`src/rtl/ex_mem_stage_if.sv`:
```
// ex_mem_stage_if: bundle of the signals between the execute stage, the
// EX/MEM pipeline register, the MEM stage and the redirect/stall logic.
//
//   master : the surrounding pipeline (drives stall/flush, in_*, id_*).
//   slave  : the EX/MEM register (drives out_*, hi/lo, fwd_*, load_use,
//            retired).
//
// Handshake: there is no ready/valid backpressure. in_valid marks a live
// instruction in EX; the stage accepts it on every rising edge where
// stall=0 and flush=0. out_valid marks a live instruction in MEM.
interface ex_mem_stage_if #(
    parameter int DATA_W = 32,
    parameter int REG_AW = 5
);
    logic              stall;
    logic              flush;
    logic              in_valid;
    logic [31:0]       in_pc;
    logic [DATA_W-1:0] in_result;
    logic [DATA_W-1:0] in_result2;
    logic [DATA_W-1:0] in_store_data;
    logic [REG_AW-1:0] in_wr_reg;
    logic              in_reg_we;
    logic              in_mem_we;
    logic              in_mem_re;
    logic              in_hilo_we;
    logic              in_mfhi;
    logic              in_mflo;
    logic [REG_AW-1:0] id_rs;
    logic [REG_AW-1:0] id_rt;

    logic              out_valid;
    logic [31:0]       out_pc;
    logic [DATA_W-1:0] out_result;
    logic [DATA_W-1:0] out_store_data;
    logic [REG_AW-1:0] out_wr_reg;
    logic              out_reg_we;
    logic              out_mem_we;
    logic              out_mem_re;
    logic [DATA_W-1:0] hi;
    logic [DATA_W-1:0] lo;
    logic              fwd_valid;
    logic [REG_AW-1:0] fwd_reg;
    logic [DATA_W-1:0] fwd_data;
    logic              load_use;
    logic [31:0]       retired;

    modport master (
        output stall, flush, in_valid, in_pc, in_result, in_result2,
               in_store_data, in_wr_reg, in_reg_we, in_mem_we, in_mem_re,
               in_hilo_we, in_mfhi, in_mflo, id_rs, id_rt,
        input  out_valid, out_pc, out_result, out_store_data, out_wr_reg,
               out_reg_we, out_mem_we, out_mem_re, hi, lo, fwd_valid,
               fwd_reg, fwd_data, load_use, retired
    );

    modport slave (
        input  stall, flush, in_valid, in_pc, in_result, in_result2,
               in_store_data, in_wr_reg, in_reg_we, in_mem_we, in_mem_re,
               in_hilo_we, in_mfhi, in_mflo, id_rs, id_rt,
        output out_valid, out_pc, out_result, out_store_data, out_wr_reg,
               out_reg_we, out_mem_we, out_mem_re, hi, lo, fwd_valid,
               fwd_reg, fwd_data, load_use, retired
    );
endinterface

```
`src/rtl/ex_mem_stage.sv`:
```
// ex_mem_stage: EX/MEM pipeline register of the redirect pipeline.
// Latches the ALU result and control bits, owns the HI/LO registers written
// by mult/div, selects HI/LO for mfhi/mflo, counts retired instructions and
// exports a forwarding tap plus a load-use hazard flag.
//
// Ports:
//   clk    rising-edge clock
//   rst_n  asynchronous active-low reset (clears every register)
//   bus    ex_mem_stage_if.slave: stall/flush, EX-side in_*, ID-side id_rs/
//          id_rt, MEM-side out_*, hi/lo, fwd_*, load_use, retired
//
// Edge priority: reset > flush > stall > load. There is no FSM: stage
// occupancy is out_valid alone.
module ex_mem_stage #(
    parameter int DATA_W = 32,
    parameter int REG_AW = 5
) (
    input  logic           clk,
    input  logic           rst_n,
    ex_mem_stage_if.slave  bus
);
    logic              valid_q;
    logic [31:0]       pc_q;
    logic [DATA_W-1:0] result_q;
    logic [DATA_W-1:0] store_q;
    logic [REG_AW-1:0] wr_reg_q;
    logic              reg_we_q;
    logic              mem_we_q;
    logic              mem_re_q;
    logic [DATA_W-1:0] hi_q;
    logic [DATA_W-1:0] lo_q;
    logic [31:0]       retired_q;

    logic [DATA_W-1:0] sel_result;
    logic              wr_reg_nz;

    // mfhi/mflo read the current HI/LO, so an instruction that both writes
    // HI/LO and reads them sees the old value. mfhi wins if both are set.
    always_comb begin
        sel_result = bus.in_result;
        if (bus.in_mfhi) begin
            sel_result = hi_q;
        end else if (bus.in_mflo) begin
            sel_result = lo_q;
        end
    end

    always_ff @(posedge clk or negedge rst_n) begin
        if (!rst_n) begin
            valid_q   <= 1'b0;
            pc_q      <= '0;
            result_q  <= '0;
            store_q   <= '0;
            wr_reg_q  <= '0;
            reg_we_q  <= 1'b0;
            mem_we_q  <= 1'b0;
            mem_re_q  <= 1'b0;
            hi_q      <= '0;
            lo_q      <= '0;
            retired_q <= '0;
        end else if (bus.flush) begin
            // Kill only: data fields and HI/LO hold, nothing retires.
            valid_q  <= 1'b0;
            reg_we_q <= 1'b0;
            mem_we_q <= 1'b0;
            mem_re_q <= 1'b0;
        end else if (!bus.stall) begin
            valid_q  <= bus.in_valid;
            pc_q     <= bus.in_pc;
            result_q <= sel_result;
            store_q  <= bus.in_store_data;
            wr_reg_q <= bus.in_wr_reg;
            // A bubble must never carry side-effecting control bits.
            reg_we_q <= bus.in_reg_we & bus.in_valid;
            mem_we_q <= bus.in_mem_we & bus.in_valid;
            mem_re_q <= bus.in_mem_re & bus.in_valid;
            if (bus.in_valid && bus.in_hilo_we) begin
                hi_q <= bus.in_result2;
                lo_q <= bus.in_result;
            end
            if (bus.in_valid) begin
                retired_q <= retired_q + 32'd1;
            end
        end
    end

    assign wr_reg_nz = (wr_reg_q != '0);

    assign bus.out_valid      = valid_q;
    assign bus.out_pc         = pc_q;
    assign bus.out_result     = result_q;
    assign bus.out_store_data = store_q;
    assign bus.out_wr_reg     = wr_reg_q;
    assign bus.out_reg_we     = reg_we_q;
    assign bus.out_mem_we     = mem_we_q;
    assign bus.out_mem_re     = mem_re_q;
    assign bus.hi             = hi_q;
    assign bus.lo             = lo_q;
    assign bus.retired        = retired_q;

    // A load's result is not known until MEM finishes, so it is not
    // forwardable here; it is reported as a load-use hazard instead.
    assign bus.fwd_valid = valid_q & reg_we_q & ~mem_re_q & wr_reg_nz;
    assign bus.fwd_reg   = wr_reg_q;
    assign bus.fwd_data  = result_q;

    assign bus.load_use = valid_q & mem_re_q & reg_we_q & wr_reg_nz &
                          ((wr_reg_q == bus.id_rs) | (wr_reg_q == bus.id_rt));
endmodule

```
`src/flat_wrapper.sv`:
```
// flat-port wrapper written by rule: the top's interface ports become plain ports
module ex_mem_stage_flat 
#(
    parameter int DATA_W = 32,
    parameter int REG_AW = 5
)
  (clk, rst_n, bus_stall, bus_flush, bus_in_valid, bus_in_pc, bus_in_result, bus_in_result2, bus_in_store_data, bus_in_wr_reg, bus_in_reg_we, bus_in_mem_we, bus_in_mem_re, bus_in_hilo_we, bus_in_mfhi, bus_in_mflo, bus_id_rs, bus_id_rt, bus_out_valid, bus_out_pc, bus_out_result, bus_out_store_data, bus_out_wr_reg, bus_out_reg_we, bus_out_mem_we, bus_out_mem_re, bus_hi, bus_lo, bus_fwd_valid, bus_fwd_reg, bus_fwd_data, bus_load_use, bus_retired);
  ex_mem_stage_if #(.DATA_W(DATA_W), .REG_AW(REG_AW)) bus_i ();
  input  logic clk;
  input  logic rst_n;
  input wire logic [$bits(bus_i.stall)-1:0] bus_stall;
  input wire logic [$bits(bus_i.flush)-1:0] bus_flush;
  input wire logic [$bits(bus_i.in_valid)-1:0] bus_in_valid;
  input wire logic [$bits(bus_i.in_pc)-1:0] bus_in_pc;
  input wire logic [$bits(bus_i.in_result)-1:0] bus_in_result;
  input wire logic [$bits(bus_i.in_result2)-1:0] bus_in_result2;
  input wire logic [$bits(bus_i.in_store_data)-1:0] bus_in_store_data;
  input wire logic [$bits(bus_i.in_wr_reg)-1:0] bus_in_wr_reg;
  input wire logic [$bits(bus_i.in_reg_we)-1:0] bus_in_reg_we;
  input wire logic [$bits(bus_i.in_mem_we)-1:0] bus_in_mem_we;
  input wire logic [$bits(bus_i.in_mem_re)-1:0] bus_in_mem_re;
  input wire logic [$bits(bus_i.in_hilo_we)-1:0] bus_in_hilo_we;
  input wire logic [$bits(bus_i.in_mfhi)-1:0] bus_in_mfhi;
  input wire logic [$bits(bus_i.in_mflo)-1:0] bus_in_mflo;
  input wire logic [$bits(bus_i.id_rs)-1:0] bus_id_rs;
  input wire logic [$bits(bus_i.id_rt)-1:0] bus_id_rt;
  output wire logic [$bits(bus_i.out_valid)-1:0] bus_out_valid;
  output wire logic [$bits(bus_i.out_pc)-1:0] bus_out_pc;
  output wire logic [$bits(bus_i.out_result)-1:0] bus_out_result;
  output wire logic [$bits(bus_i.out_store_data)-1:0] bus_out_store_data;
  output wire logic [$bits(bus_i.out_wr_reg)-1:0] bus_out_wr_reg;
  output wire logic [$bits(bus_i.out_reg_we)-1:0] bus_out_reg_we;
  output wire logic [$bits(bus_i.out_mem_we)-1:0] bus_out_mem_we;
  output wire logic [$bits(bus_i.out_mem_re)-1:0] bus_out_mem_re;
  output wire logic [$bits(bus_i.hi)-1:0] bus_hi;
  output wire logic [$bits(bus_i.lo)-1:0] bus_lo;
  output wire logic [$bits(bus_i.fwd_valid)-1:0] bus_fwd_valid;
  output wire logic [$bits(bus_i.fwd_reg)-1:0] bus_fwd_reg;
  output wire logic [$bits(bus_i.fwd_data)-1:0] bus_fwd_data;
  output wire logic [$bits(bus_i.load_use)-1:0] bus_load_use;
  output wire logic [$bits(bus_i.retired)-1:0] bus_retired;
  assign bus_i.stall = bus_stall;
  assign bus_i.flush = bus_flush;
  assign bus_i.in_valid = bus_in_valid;
  assign bus_i.in_pc = bus_in_pc;
  assign bus_i.in_result = bus_in_result;
  assign bus_i.in_result2 = bus_in_result2;
  assign bus_i.in_store_data = bus_in_store_data;
  assign bus_i.in_wr_reg = bus_in_wr_reg;
  assign bus_i.in_reg_we = bus_in_reg_we;
  assign bus_i.in_mem_we = bus_in_mem_we;
  assign bus_i.in_mem_re = bus_in_mem_re;
  assign bus_i.in_hilo_we = bus_in_hilo_we;
  assign bus_i.in_mfhi = bus_in_mfhi;
  assign bus_i.in_mflo = bus_in_mflo;
  assign bus_i.id_rs = bus_id_rs;
  assign bus_i.id_rt = bus_id_rt;
  assign bus_out_valid = bus_i.out_valid;
  assign bus_out_pc = bus_i.out_pc;
  assign bus_out_result = bus_i.out_result;
  assign bus_out_store_data = bus_i.out_store_data;
  assign bus_out_wr_reg = bus_i.out_wr_reg;
  assign bus_out_reg_we = bus_i.out_reg_we;
  assign bus_out_mem_we = bus_i.out_mem_we;
  assign bus_out_mem_re = bus_i.out_mem_re;
  assign bus_hi = bus_i.hi;
  assign bus_lo = bus_i.lo;
  assign bus_fwd_valid = bus_i.fwd_valid;
  assign bus_fwd_reg = bus_i.fwd_reg;
  assign bus_fwd_data = bus_i.fwd_data;
  assign bus_load_use = bus_i.load_use;
  assign bus_retired = bus_i.retired;
  ex_mem_stage #(.DATA_W(DATA_W), .REG_AW(REG_AW)) u_core (.clk(clk), .rst_n(rst_n), .bus(bus_i));
endmodule
```
`config.mk`:
```
export PLATFORM = sky130hd
export DESIGN_NAME = ex_mem_stage_flat
export DESIGN_NICKNAME = d
export VERILOG_FILES = /design/src/rtl/ex_mem_stage_if.sv /design/src/rtl/ex_mem_stage.sv /design/src/flat_wrapper.sv
export SDC_FILE = /design/constraint.sdc
export NUM_CORES = 1
export LEC_CHECK = 0
export ABC_AREA = 1
export ABC_CLOCK_PERIOD_IN_PS = 1650
export CAP_MARGIN = 10
export CORE_AREA = 2 2 155 157
export CTS_CLUSTER_DIAMETER = 80
export DETAILED_ROUTE_END_ITERATION = 12
export DIE_AREA = 0 0 157 159
export HOLD_SLACK_MARGIN = 0.15
export PLACE_DENSITY = 0.82
export REMOVE_ABC_BUFFERS = 1
export SETUP_SLACK_MARGIN = 0.05
export SYNTH_ARGS = -nofsm -noshare
export SYNTH_HDL_FRONTEND = slang
export SYNTH_SLANG_ARGS = --single-unit
```
`constraint.sdc`:
```
create_clock -name clk -period 1.65 [get_ports clk]
set_input_delay 0.165 -clock clk [delete_from_list [all_inputs] [get_ports clk]]
set_output_delay 0.165 -clock clk [all_outputs]
set_load 0.005 [all_outputs]
```
# [Word-level counts from Yosys, hierarchy flattened]
# Index checks and enable logic that the tools add are counted.
[totals] regBits=201 inputBits=154 elab_cells=44
[op_classes] add_sub_neg=1 eq_ne=3 muxes=10 bitwise_logic=14 reduce_logical=5
[op_table] operator="2-to-1 mux 32 bit" n=2
[op_table] operator="adder 32 x 1 -> 32 bit, second input constant" n=1
[op_table] operator="bitwise AND 1 bit" n=10
[op_table] operator="equality test 5 bit" n=2
[op_table] operator="2-to-1 mux 1 bit" n=8
[op_table] operator="AND reduction 3 bit" n=2
[op_table] operator="nonzero test 5 bit" n=1
[op_table] operator="NOT 1 bit" n=3
[op_table] operator="!= test 2 x 1 -> 1 bit, second input constant" n=1
[op_table] operator="AND reduction 2 bit" n=1
[op_table] operator="logical AND 1 bit" n=1
[op_table] operator="OR 1 bit" n=1

# [Depth between registers and ports, before layout]
[depth] depth_word=4 depth_mapped=10 ltp_nobuf=9

# [Worst setup path before layout]
# OpenSTA, ideal clock, no wires.
[synth_path] path_type="register -> register" start="reg u_core.retired_q[1], in the netlist u_core.bus.retired[1]" end="reg u_core.retired_q[18], in the netlist u_core.bus.retired[18]" arrival_time_ns=1.219 required_ns=1.532 path_slack_ns=0.313 stages_incl_launch_ff=8 cell_sequence="dfrtp_1 ha_1 inv_1 nor2_1 nand3_1 nor2_1 xor2_1 inv_1"
[synth_via] elab_chain_len=1
[synth_lines] item="from (decl)" line="ex_mem_stage.sv:32" text="logic [31:0] retired_q;"
[synth_lines] item="from (signal assigned)" line="ex_mem_stage.sv:82" text="retired_q <= retired_q + 32'd1;"
[synth_lines] item="adder 32 x 1 -> 32 bit" line="ex_mem_stage.sv:82"
# No other way between the ends.
# A chain may end at the register's enable or synchronous reset.

# [Final worst setup path]
[layout_path] start="reg u_core.wr_reg_q[0], in the netlist u_core.bus.fwd_reg[0]" end="out bus_load_use"
[layout_via] elab_chain_len=3 word_cells_on_any_way=6 cone_classes="2 x eq/ne; 3 x bitwise; 1 x reduce/logical"
[layout_lines] item="from (decl)" line="ex_mem_stage.sv:26" text="logic [REG_AW-1:0] wr_reg_q;"
[layout_lines] item="from (signal assigned)" line="ex_mem_stage.sv:72" text="wr_reg_q <= bus.in_wr_reg;"
[layout_lines] item="equality test 5 bit or nonzero test 5 bit (tied branches)" line="ex_mem_stage.sv:108, ex_mem_stage.sv:87"
[layout_lines] item="OR 1 bit or bitwise AND 1 bit (tied branches)" line="ex_mem_stage.sv:108, ex_mem_stage.sv:107"
[layout_lines] item="bitwise AND 1 bit (*)" line="ex_mem_stage.sv:107" text="assign bus.load_use = valid_q & mem_re_q & reg_we_q & wr_reg_nz &"
[layout_lines] item="to (decl)" line="flat_wrapper.sv:40" text="output wire logic [$bits(bus_i.load_use)-1:0] bus_load_use;"
# Every way passes the cells marked *; elsewhere a longest branch is shown, timed or not.

==> flow_metrics.py <==
metrics = {
    "sta": {
        "min_period_ps": 1835,
        "hold_violations": 0,
        "setup_violations": 2,
        "fin_crit_sh": 1.112,
        "rsz0062_at_grt": "yes",
        "fmax_mhz": 545.0,
        "tightest_slew_ps": 555.3,
        "tns_ps": -263.2,
        "finClkSkew_ps": 17.39,
        "finalWorstSetupSlack_ps": -184.9,
        "slew_headroom": 0.6298,
        "slew_viol_final": 0,
    },
    "synthesis": {
        "synth_seq_cells": 201,
        "synthDistinctLibCells": 31,
        "synthCells": 991,
        "ys_top_cells_by_count": "379 x nand2_1, 201 x dfrtp_1, 63 x a21oi_1",
        "yosysTopAreaCellShare": 0.5429,
        "ys_seq_area_frac": 0.5429,
        "ys_async_sr_fraction": 1.000,
        "synth_ff_type": "dfrtp_1",
        "synth_area_sq_um": 9264,
        "post-synth-top-count-cell": "nand2_1",
        "synth_edf_count": 0,
        "syn_avg_cell_area_sq_um": 9.348,
        "synth_area_leader_cell": "dfrtp_1",
        "ys_warn_count": 0,
        "synthTopCellsByArea": "dfrtp_1 54%, nand2_1 15%, mux2_4 7.8%, a21oi_1 3.4%, buf_4 3.1%",
    },
    "cts": {
        "cts_buffers": 23,
        "root_buffer": "clkbuf_16",
        "insertion_delay_ps": 510,
        "path_clk_slew_ps": 60,
        "h-tree-depth": 1,
        "clock-sinks": 201,
        "cts_tree": "built",
        "cts_buffer_depth": 3,
    },
    "worst_setup_path": {
        "critPathRequiredTime_ps": 1480,
        "worstSetupPathType": "flip-flop to output pin",
        "r2r_cells": 7,
        "endpoint_kind": "output pin",
        "critical_path.max_fanout": 3,
        "crit_arrival_ps": 1670,
        "critPathLaunchType": "flip-flop",
    },
    "place": {
        "dp_cells": 1667,
        "dp_hpwl_um": 21530,
        "routabilityCongestion": 0.9033,
        "post_dp_cell_area_sq_um": 13610,
        "portBuffers": 393,
    },
    "floorplanning": {
        "die_height_um": 159,
        "rows": 56,
        "start_util": 0.3994,
        "fp.dieW_um": 157,
        "io_pins": 394,
        "die_area_sq_um": 24960,
        "coreArea_sq_um": 23190,
    },
    "cells_and_area": {
        "utilization": 0.6501,
        "area.sequential_sq_um": 5042,
        "n_fill_cell": 1795,
        "drive_above_1_share": 0.1863,
        "layout.cells.non_filler": 1796,
        "syn2layout_area_growth_pct": 62.76,
        "multi_input_area_sq_um": 3632,
        "final_cell_area_sq_um": 15080,
        "nNetsFinal": 1614,
    },
    "global_routing": {
        "grt_pass1_wl_um": 48130,
        "grt-ovfl-total": 0,
        "grt_max_degree": 71,
        "antenna_found_initial": 0,
        "grt_use_total": 0.2411,
        "grt_pass1_vias": 8964,
    },
    "drt": {
        "antenna_left": 0,
        "first_iter_violations": 482,
        "wl_per_cell_um": 17.37,
        "vias_per_cell": 4.889,
        "vias": 8781,
        "firstDrtPassIters": 5,
        "wirelength_um": 31190,
        "drc": 0,
    },
    "power": {
        "vdd_drop_max_mv": 0.7828,
        "p_leak_uw": 0.007708,
        "total_power_uw": 15880,
        "powerDensity_nw_per_um2": 1053,
    },
    "run_status": {
        "status": "finished, violations left",
        "violations": "negative setup slack",
    },
    "flow_run": {
        "cap_violations": 0,
    },
    "worst_hold_path": {
        "min_path_cells": 3,
        "holdCritPathClass": "input port to flip-flop",
    },
}
-- layout by cell type, fill, tap and decap left out, types with 3 or more instances in the layout --
master / count
clkbuf_1: 3
nor2_4: 3
o21ai_0: 36
buf_2: 5
clkbuf_2: 3
dlygate4sd2_1: 61
nand3b_1: 8
a21oi_1: 62
nand3_1: 20
a32o_1: 3
clkbuf_16: 23
buf_4: 110
xnor2_1: 6
mux2_2: 15
buf_6: 6
dlymetal6s2s_1: 31
nand2_1: 377
mux2_4: 48
dfrtp_1: 191
nand4_1: 9
nor3_1: 4
clkbuf_8: 6
xor2_1: 21
dfrtp_2: 10
buf_12: 14
inv_2: 3
nor2_1: 33
clkinv_2: 7
inv_1: 40
clkdlybuf4s50_1: 290
nor2_2: 10
-- worst paths after layout --
kind                                  startpoint                endpoint  slack (ps)
setup / recovery           u_core.bus.fwd_reg[0]            bus_load_use        -180
hold / removal                      bus_in_pc[6]    u_core.bus.out_pc[6]         190
setup reg to reg           u_core.bus.retired[1]  u_core.bus.retired[15]         120
hold reg to reg            u_core.bus.out_pc[18]   u_core.bus.out_pc[18]         470
max in group asynchronous                  rst_n  u_core.bus.retired[11]         810
min in group asynchronous                  rst_n  u_core.bus.retired[23]         220
-- cell families (layout without fill, tap and decap cells) --
kind of cell | count (synthesis) | in the layout | share of synthesized area
xor gates and xnor gates | 27 | 27 | 0.02553
other | 0 | 1 | 0
buffers and inverters | 123 | 608 | 0.07145
adders and majority gates | 1 | 1 | 0.001350
muxes | 63 | 63 | 0.09603
AOI/OAI and AO/OA | 105 | 105 | 0.05875
DFF | 201 | 201 | 0.5429
and+or+nand+nor | 471 | 471 | 0.2039
-- metal layers --
metal / track usage / part of all wire
met3: 0.05661 / 0.079
met1: 0.2872 / 0.37
met4: 0.1068 / 0.045
met2: 0.4129 / 0.51
met5: 0 / 0
-- layout make-up --
| cell class | instances | share of cell area |
|---|---|---|
| timing repair buffer | 523 | 0.3364 |
| sequential | 201 | 0.3344 |
| multi-input combinational | 667 | 0.2409 |
| clock buffer | 31 | 0.04348 |
| tap | 319 | 0.02647 |
| inverter | 43 | 0.01070 |
| clock inverter | 11 | 0.007468 |
| antenna | 1 | 0.0001660 |
-- metrics by stage --
stage	hold slack, ps	worst slack [ps]
2_1_floorplan	-130.6	-3509
3_3_place_gp	187.8	-60.18
3_5_place_dp	196.6	-115.4
4_1_cts	167.0	-153.4
5_1_grt	190.5	-282.3
6_report	191.5	-184.9
-- worst max-delay path: stages, from the launching register on --
cell	delay (ps)
dfrtp_1	410
buf_6	140
xor2_1	130
nor2_1	110
nand3_1	100
a21oi_2	140
buf_2	140
-- where the power goes --
group	switching, uW	internal [uW]
logic	1650	2750
clock network	2050	3100
registers	615	5710
total	4320	11600
-- timing repair --
action | CTS | global route
setup buffers | 64 | 22
gates resized for setup | 100 | 50
endpoints found under the setup margin | 113 | 62
pin swaps | 13 | 3
hold endpoints to repair | 201 | 0
hold buffers | 1 | 0
Note: power is estimated with default switching activity, not from simulation.
